[src/rtl/or_layer_seq.sv]
// ----------------------------------------------------------------------------
// or_layer_seq
//   Per-layer sequencer for the output regfile. Steps through the network one
//   layer at a time, presents that layer's pooling size P and stride S, and
//   drives the or_cs state code the regfile uses to gate its read-address
//   advance (4) and its per-layer reset (8). Regfile output windows are counted
//   so a layer is only closed once all of its windows have drained.
//
// Ports
//   clk_cal       in   calculation clock
//   rst_cal       in   asynchronous reset, active-high
//   start         in   1-cycle pulse, run the whole network (IDLE only)
//   pe_done       in   1-cycle pulse, PE array finished the current layer
//   or_odata_vld  in   regfile output window valid
//   or_cs         out  [5:0] state code: 0 idle, 1 load, 4 cal, 8 layer end, 9 done
//   P             out  [2:0] current layer pooling size
//   S             out  [1:0] current layer stride
//   layer_idx     out  [2:0] current layer index, 0-based
//   layer_done    out  1-cycle pulse in the layer-end cycle
//   net_done      out  1-cycle pulse in the done cycle
//   busy          out  high whenever not idle
//   ovf_err       out  sticky: a window arrived that could not be counted
// ----------------------------------------------------------------------------
module or_layer_seq #(
   parameter int                        NUM_LAYERS = 6,
   parameter logic [3*NUM_LAYERS-1:0]   P_TABLE    = 18'h12967,
   parameter logic [2*NUM_LAYERS-1:0]   S_TABLE    = 12'hAAA,
   parameter logic [8*NUM_LAYERS-1:0]   WIN_TABLE  = 48'h101010101010
) (
   input  logic       clk_cal,
   input  logic       rst_cal,
   input  logic       start,
   input  logic       pe_done,
   input  logic       or_odata_vld,
   output logic [5:0] or_cs,
   output logic [2:0] P,
   output logic [1:0] S,
   output logic [2:0] layer_idx,
   output logic       layer_done,
   output logic       net_done,
   output logic       busy,
   output logic       ovf_err
);

   typedef enum logic [2:0] {
      ST_IDLE,
      ST_LOAD,
      ST_CAL,
      ST_DRAIN,
      ST_LEND,
      ST_DONE
   } state_t;

   state_t      state_q, state_d;
   logic [2:0]  layer_q, layer_d;
   logic [2:0]  p_q, p_d;
   logic [1:0]  s_q, s_d;
   logic [7:0]  cnt_q, cnt_d;
   logic        ovf_q, ovf_d;
   logic [5:0]  cs_q;
   logic        ld_q, nd_q, busy_q;

   logic [7:0]  win_tgt;
   logic        cnt_full;

   // Table lookups use shifts so the index width never has to match the table.
   function automatic logic [2:0] p_lookup(input logic [2:0] idx);
      logic [3*NUM_LAYERS-1:0] sh;
      sh = P_TABLE >> (3 * idx);
      return sh[2:0];
   endfunction

   function automatic logic [1:0] s_lookup(input logic [2:0] idx);
      logic [2*NUM_LAYERS-1:0] sh;
      sh = S_TABLE >> (2 * idx);
      return sh[1:0];
   endfunction

   function automatic logic [7:0] win_lookup(input logic [2:0] idx);
      logic [8*NUM_LAYERS-1:0] sh;
      sh = WIN_TABLE >> (8 * idx);
      return sh[7:0];
   endfunction

   // CAL and DRAIN share code 4 so the regfile keeps advancing while draining.
   function automatic logic [5:0] cs_code(input state_t st);
      case (st)
         ST_IDLE:  return 6'd0;
         ST_LOAD:  return 6'd1;
         ST_CAL:   return 6'd4;
         ST_DRAIN: return 6'd4;
         ST_LEND:  return 6'd8;
         ST_DONE:  return 6'd9;
         default:  return 6'd0;
      endcase
   endfunction

   assign win_tgt  = win_lookup(layer_q);
   assign cnt_full = (cnt_q == win_tgt);

   always_comb begin
      state_d = state_q;
      layer_d = layer_q;
      p_d     = p_q;
      s_d     = s_q;
      cnt_d   = cnt_q;
      ovf_d   = ovf_q;

      case (state_q)
         ST_IDLE: begin
            if (or_odata_vld) ovf_d = 1'b1;
            // A new run clears the sticky error, overriding a stray window.
            if (start) begin
               state_d = ST_LOAD;
               layer_d = 3'd0;
               ovf_d   = 1'b0;
               p_d     = p_lookup(3'd0);
               s_d     = s_lookup(3'd0);
               cnt_d   = 8'd0;
            end
         end

         ST_LOAD: begin
            if (or_odata_vld) ovf_d = 1'b1;
            state_d = ST_CAL;
         end

         ST_CAL: begin
            // Windows may arrive before pe_done; a window in the pe_done
            // cycle still counts.
            if (or_odata_vld) begin
               if (cnt_full) ovf_d = 1'b1;
               else          cnt_d = cnt_q + 8'd1;
            end
            if (pe_done) state_d = ST_DRAIN;
         end

         ST_DRAIN: begin
            if (cnt_full) begin
               if (or_odata_vld) ovf_d = 1'b1;
               state_d = ST_LEND;
            end else if (or_odata_vld) begin
               cnt_d = cnt_q + 8'd1;
            end
         end

         ST_LEND: begin
            if (or_odata_vld) ovf_d = 1'b1;
            if (layer_q == 3'(NUM_LAYERS - 1)) begin
               state_d = ST_DONE;
            end else begin
               state_d = ST_LOAD;
               layer_d = layer_q + 3'd1;
               p_d     = p_lookup(layer_q + 3'd1);
               s_d     = s_lookup(layer_q + 3'd1);
               cnt_d   = 8'd0;
            end
         end

         ST_DONE: begin
            if (or_odata_vld) ovf_d = 1'b1;
            state_d = ST_IDLE;
         end

         default: state_d = ST_IDLE;
      endcase
   end

   // Outputs are registered from the next state so they line up with it.
   always_ff @(posedge clk_cal or posedge rst_cal) begin
      if (rst_cal) begin
         state_q <= ST_IDLE;
         layer_q <= 3'd0;
         p_q     <= 3'd0;
         s_q     <= 2'd0;
         cnt_q   <= 8'd0;
         ovf_q   <= 1'b0;
         cs_q    <= 6'd0;
         ld_q    <= 1'b0;
         nd_q    <= 1'b0;
         busy_q  <= 1'b0;
      end else begin
         state_q <= state_d;
         layer_q <= layer_d;
         p_q     <= p_d;
         s_q     <= s_d;
         cnt_q   <= cnt_d;
         ovf_q   <= ovf_d;
         cs_q    <= cs_code(state_d);
         ld_q    <= (state_d == ST_LEND);
         nd_q    <= (state_d == ST_DONE);
         busy_q  <= (state_d != ST_IDLE);
      end
   end

   assign or_cs      = cs_q;
   assign P          = p_q;
   assign S          = s_q;
   assign layer_idx  = layer_q;
   assign layer_done = ld_q;
   assign net_done   = nd_q;
   assign busy       = busy_q;
   assign ovf_err    = ovf_q;

endmodule

[config.mk]
export PLATFORM = sky130hd
export DESIGN_NAME = or_layer_seq
export DESIGN_NICKNAME = d
export VERILOG_FILES = /design/src/rtl/or_layer_seq.sv
export SDC_FILE = /design/constraint.sdc
export NUM_CORES = 1
export LEC_CHECK = 0
export ABC_AREA = 0
export CORE_MARGIN = 8
export CORE_UTILIZATION = 55
export DETAILED_ROUTE_END_ITERATION = 10
export DONT_BUFFER_PORTS = 1
export GPL_TIMING_DRIVEN = 0
export MAX_ROUTING_LAYER = met4
export PLACE_DENSITY = 0.7
export RECOVER_POWER = 50
export SYNTH_ARGS = -nofsm -noshare
export SYNTH_HDL_FRONTEND = slang
export SYNTH_SLANG_ARGS = --single-unit
[constraint.sdc]
create_clock -name clk_cal -period 2 [get_ports clk_cal]
set_clock_uncertainty 0.15 [all_clocks]
set_input_delay 0.2 -clock clk_cal [delete_from_list [all_inputs] [get_ports clk_cal]]
set_output_delay 0.2 -clock clk_cal [all_outputs]
set_load 0.005 [all_outputs]
== After elaboration in Yosys (flattened, before gate mapping) ==
Index checks and enable logic that the tools add are counted.
Widths: inputs -> output; s select.

* Register bits: 29
* Bits in latches: 0
* Bits in writable memories: 0
* Memory bits (read-only): 0
* Input port bits: 5
* Output and inout bits: 18
* Word-level logic and storage cells: 74
* Memories kept: 0

* Add/sub/neg operators: 2
* Multiply operators: 1
* Divide/modulo/power cells: 0
* Order comparisons: 0
* Eq/ne operators: 20
* Shift-type cells: 3
* Multiplexer cells: 28
* Bitwise logic cells: 0
* Reduce and logical (&&, ||, !) cells: 10

{| class="wikitable"
|+ Operators with widths
! kind !! number
|-
| $mux 8 || 6
|-
| $shr 45x6->8 const A || 1
|-
| $pmux 8 s4 || 1
|-
| $mux 3 || 8
|-
| $shr 17x5->3 const A || 1
|-
| $ne 2x2->1 const B || 8
|-
| $pmux 4 s4 || 1
|-
| $eq 3x3->1 const B || 5
|-
| $pmux 3 s5 || 1
|-
| $eq 3x2->1 const B || 4
|-
| $pmux 3 s2 || 2
|-
| $shr 12x4->2 const A || 1
|-
| $add 8x1->8 const B || 1
|-
| $eq 8x8->1 || 1
|-
| $reduce_bool 4->1 || 2
|-
| $reduce_and 7->1 || 1
|-
| $eq 3x1->1 const B || 2
|-
| $mul 2x3->5 const A || 1
|-
| $mux 1 || 5
|-
| $mux 2 || 2
|-
| $pmux 1 s4 || 1
|-
| $pmux 2 s2 || 1
|-
| $reduce_and 4->1 || 1
|-
| $add 3x1->3 const B || 1
|-
| 6 further kinds || 6
|}

== Depth between registers and ports, before layout ==
* Word-level depth: 7
* Mapped depth: 8
* Mapped depth without buffers: 7

== Least setup slack after synthesis ==
No wires, ideal clock.

* Path kind: flip-flop to flip-flop
* Start point: register cnt_q[0]
* End point: register cnt_q[0]
* Setup time: 0.118 ns
* Arrival time: 1.535 ns
* Data required time: 1.732 ns
* Setup slack: 0.197 ns
* Stages on the path, launching flop included: 9
* Path buffers: 1
* Clock period less this slack: 1.803 ns
* Path through: dfrtp_1 -> inv_1 -> ha_1 -> nor4b_2 -> o211ai_2 -> o221ai_4 -> buf_6 -> nor3_1 -> a21o_1

* Word-level cells in the longest chain between the ends: 4
* Elaborated cells between the ends (all ways): 10
* Classes of those cells: 1 x add/sub; 3 x eq/ne; 5 x mux; 1 x reduce/logical

{| class="wikitable"
|+ Ends and longest elaborated chain
! what !! RTL line !! text
|-
| start: declaration || 58 || <nowiki>logic [7:0] cnt_q, cnt_d;</nowiki>
|-
| start signal: assignment || 187 || <nowiki>cnt_q <= cnt_d;</nowiki>
|-
| $add 8x1->8 || 133, 143 ||
|-
| $mux 8, on equally long branches || 142, 132 ||
|-
| $mux 8, on equally long branches || 139, 131 ||
|-
| $pmux 8 s4 || 109 || <nowiki>case (state_q)</nowiki>
|}

Parallel ways exist; a longest one is shown, timed or not. The select of a mux whose other input is x is not followed.
A chain may end at the register's enable or synchronous reset.

== Final worst setup path ==
* Start point: register cnt_q[0]
* End point: register cnt_q[3]

Same word-level chain as after synthesis.

==> qor.log <==
INFO  global_routing number_of_antenna_violations_at_the_first_check_in_global_routing=0
INFO  place          port_buffer_count=0
INFO  die            boundaryPins=23
INFO  synthesis      synth_top_flop_cell=dfrtp_1
INFO  power_and_ir_drop leakagePower=0.655nW
INFO  status         outcome=finished, final reports clean
INFO  clock_tree     tritoncts_num_sinks=25
INFO  place          place_ws=0.0136ns
INFO  sta            finalWorstSetupSlack=0.0372ns
INFO  sta            worstMarginPinSlew=0.909ns
INFO  synthesis      yosys-top-cells-area=dfrtp_1 (50%), ha_1 (4.0%), or3_1 (3.5%), o21ai_1 (3.2%), nor2_1 (3.0%)
INFO  die            floorplan.die.height=63.5um
INFO  worst_setup_path timing.critical_path.cells=inv_2, ha_4, nor4b_4, o211ai_2, o221ai_4, buf_4, o21ai_1, a21oi_1
INFO  sta            report.final.setup_viol=0
INFO  clock_tree     cts_tree=yes
INFO  place          finalWeightedCongestion=0.826
INFO  sta            period_minus_slack=1.96ns
INFO  worst_setup_path critical-path-max-stage-delay=0.45ns
INFO  job            timing.max_cap.violations=0
INFO  die            std_cell_rows=17
INFO  cells_and_area layout.cells.most_common=dfrtp_1
INFO  worst_setup_path cp_data_required_time=2.12ns
INFO  sta            sum_neg_setup_slack=0ns
INFO  cells_and_area register_area=626squm
INFO  synthesis      synth_warnings=0
INFO  synthesis      synth_top_area_cell=dfrtp_1
INFO  synthesis      synth_top_area_share=50.5%
INFO  cells_and_area drive_gt1_share=21.2%
INFO  synthesis      instance_count_of_the_mapped_netlist=122
INFO  cells_and_area area_delta_synth_final=14.5%
INFO  worst_setup_path timing_worst_setup_path_type=reg2reg
INFO  worst_setup_path start_kind=flip-flop
INFO  detailed_routing detail_route.vias_per_cell=5.57
INFO  sta            final_max_slew_viol_count=0
INFO  clock_tree     h-tree-depth=1
INFO  global_routing grt_max_degree=26
INFO  detailed_routing route.detailed.wl_per_inst=15.2um
INFO  clock_tree     cts_buffers=3
INFO  worst_setup_path r2r_slack=0.04ns
INFO  clock_tree     clkLatencyLatePin=0.33ns
INFO  cells_and_area antenna-diode-count=0
INFO  power_and_ir_drop vdd_drop_max=0.000700V
INFO  place          post-dp-hpwl=1.76mm
INFO  detailed_routing num_vias=919
INFO  worst_setup_path cp_slowest_cell=dfrtp_1
INFO  synthesis      async_reset_ff_share=100%
INFO  sta            final-hold-violation-count=0
INFO  sta            setup_repair_after_global_routing_missed_its_margin=yes
INFO  die            initial_core_util=57.2%
INFO  global_routing global_route.usage.total=12.9%
INFO  synthesis      synth.cell_area=1240squm
INFO  sta            slew_headroom=39.3%
INFO  synthesis      synth.distinct_cells=35
INFO  detailed_routing routed_wire_length=2.51mm
INFO  worst_setup_path endpoint_kind=flip-flop
INFO  synthesis      synth-seq-cells=25
INFO  detailed_routing drt_pre_antenna_iters=4
INFO  global_routing wire_length_of_the_first_global_routing_pass=4.15mm
INFO  detailed_routing route.detailed.drc=0
INFO  cells_and_area commonest_non_fill_non_tap_cells_in_the_layout=dfrtp_1 (25), nor2_1 (9), nand2_1 (9)
INFO  die            floorplan.die.width=63.5um
INFO  cells_and_area layout.filler_cells=190
INFO  global_routing grt_overflow_total=0
INFO  cells_and_area post_route_core_utilization=65.5%
INFO  synthesis      post_synth.cell_area_avg=10.2squm
INFO  worst_hold_path holdCritPathClass=in2reg
INFO  die            core-area=2170squm
INFO  synthesis      post_synth_edffs=0
INFO  worst_setup_path critPathArrivalTime=2.08ns
INFO  detailed_routing first_iter_violations=21
INFO  clock_tree     cts.path.max_buffers=2
INFO  sta            peak_clock_frequency_supported_by_timing=0.509GHz
INFO  power_and_ir_drop power_per_cell_area=1090nW/um^2
INFO  detailed_routing postRouteAntennaNets=0
INFO  clock_tree     clk_pin_slew_worst_setup_hold_paths=0.16ns
INFO  global_routing first_global_vias=857
INFO  cells_and_area layout.nets=147
INFO  clock_tree     cts.root.buffer_cell=clkbuf_4
INFO  cells_and_area area_used_by_multi_input_combinational_logic=578squm
INFO  die            design.die.area=4030squm
INFO  worst_setup_path critPathMaxFanout=8
INFO  sta            period_utilization_post_route=98.1%
INFO  synthesis      yosysSeqAreaShare=50.5%
logic make-up after synthesis:
logic type / Yosys count / share of synthesized area [%]
AOI/OAI and AO/OA: 31 / 17.1
muxes: 2 / 1.61
DFF: 25 / 50.5
buffers and inverters: 15 / 6.56
other: 1 / 0.302
and+or+nand+nor: 43 / 19.2
adders and majority gates: 5 / 4.84
Yosys cell counts (2+ instances only):
master,n
nor2_1,10
nand3_1,2
nor3_1,3
mux2i_1,2
ha_1,4
nand4_1,2
buf_4,4
or3_1,7
a21o_1,2
a211oi_1,2
nand2_1,9
a21oi_1,7
inv_1,8
dfrtp_1,25
o21ai_1,8
o21ai_0,5
and2_1,3
buf_2,2
layer usage:
metal / GRT usage, % / share of wire (%)
met5: - / 0
met4: 5.85 / 0.68
met3: 2.65 / 4.0
met2: 20.7 / 52
met1: 15.3 / 43
flip-flops by register name, indices dropped and copies added (netlist names):
signal and flops:
net_done 1, or_cs 3, P 3, ovf_err 1, S 1, state_q 3
layer_idx 3, layer_done 1, cnt_q 8, busy 1
critical path, delay by kind of cell, from the launching register on:
| kind | cells | cell delay (ns) |
|---|---|---|
| adder cells (fa/ha/maj) | 1 | 0.12 |
| AO/OA/AOI/OAI | 4 | 0.70 |
| AND/OR/NAND/NOR | 1 | 0.18 |
| buffers and inverters | 2 | 0.30 |
| flip-flops | 1 | 0.45 |
worst paths after layout:
check / start / end / cells past startpoint
max: cnt_q[0] / cnt_q[3] / 8
min: or_odata_vld / cnt_q[2] / 4
max reg2reg: cnt_q[0] / cnt_q[3] / 8
min reg2reg: P[1] / P[1] / 2
max in group asynchronous: rst_cal / P[0] / 2
min in group asynchronous: rst_cal / cnt_q[3] / 2
stage by stage:
stage	instances	hold WS, ns	total power, mW	area [sq um]
floorplan	125	0.0773	1.10	1250
global placement	153	0.159	1.19	1290
detailed placement	153	0.161	1.21	1290
CTS	161	0.318	1.45	1360
global route	165	0.352	1.65	1420
finish	165	0.338	1.54	1420
what timing repair did:
action                                  CTS  global route
endpoints found under the setup margin    1            14
hold endpoints to repair                 29             0
pin swaps                                 1             7
hold buffers                              4             0
gates resized for setup                   0            10
cloned                                    0             1
setup buffers                             0             3
final cells by class:
cell class              instances  area share (%)
plain buffers                   7            3.61
clock buffers                   3            1.59
clock inverters                 1           0.529
inverters                       8            2.11
multi-input cells              85            40.7
flip-flops and latches         25            44.1
well taps                      28            2.47
repair buffers                  8            4.93
where the power goes:
| group | switching (mW) | internal (mW) |
|---|---|---|
| combinational | 0.267 | 0.246 |
| clock | 0.164 | 0.0764 |
| sequential | 0.153 | 0.638 |
No activity file was read; power rests on OpenSTA's default activity.
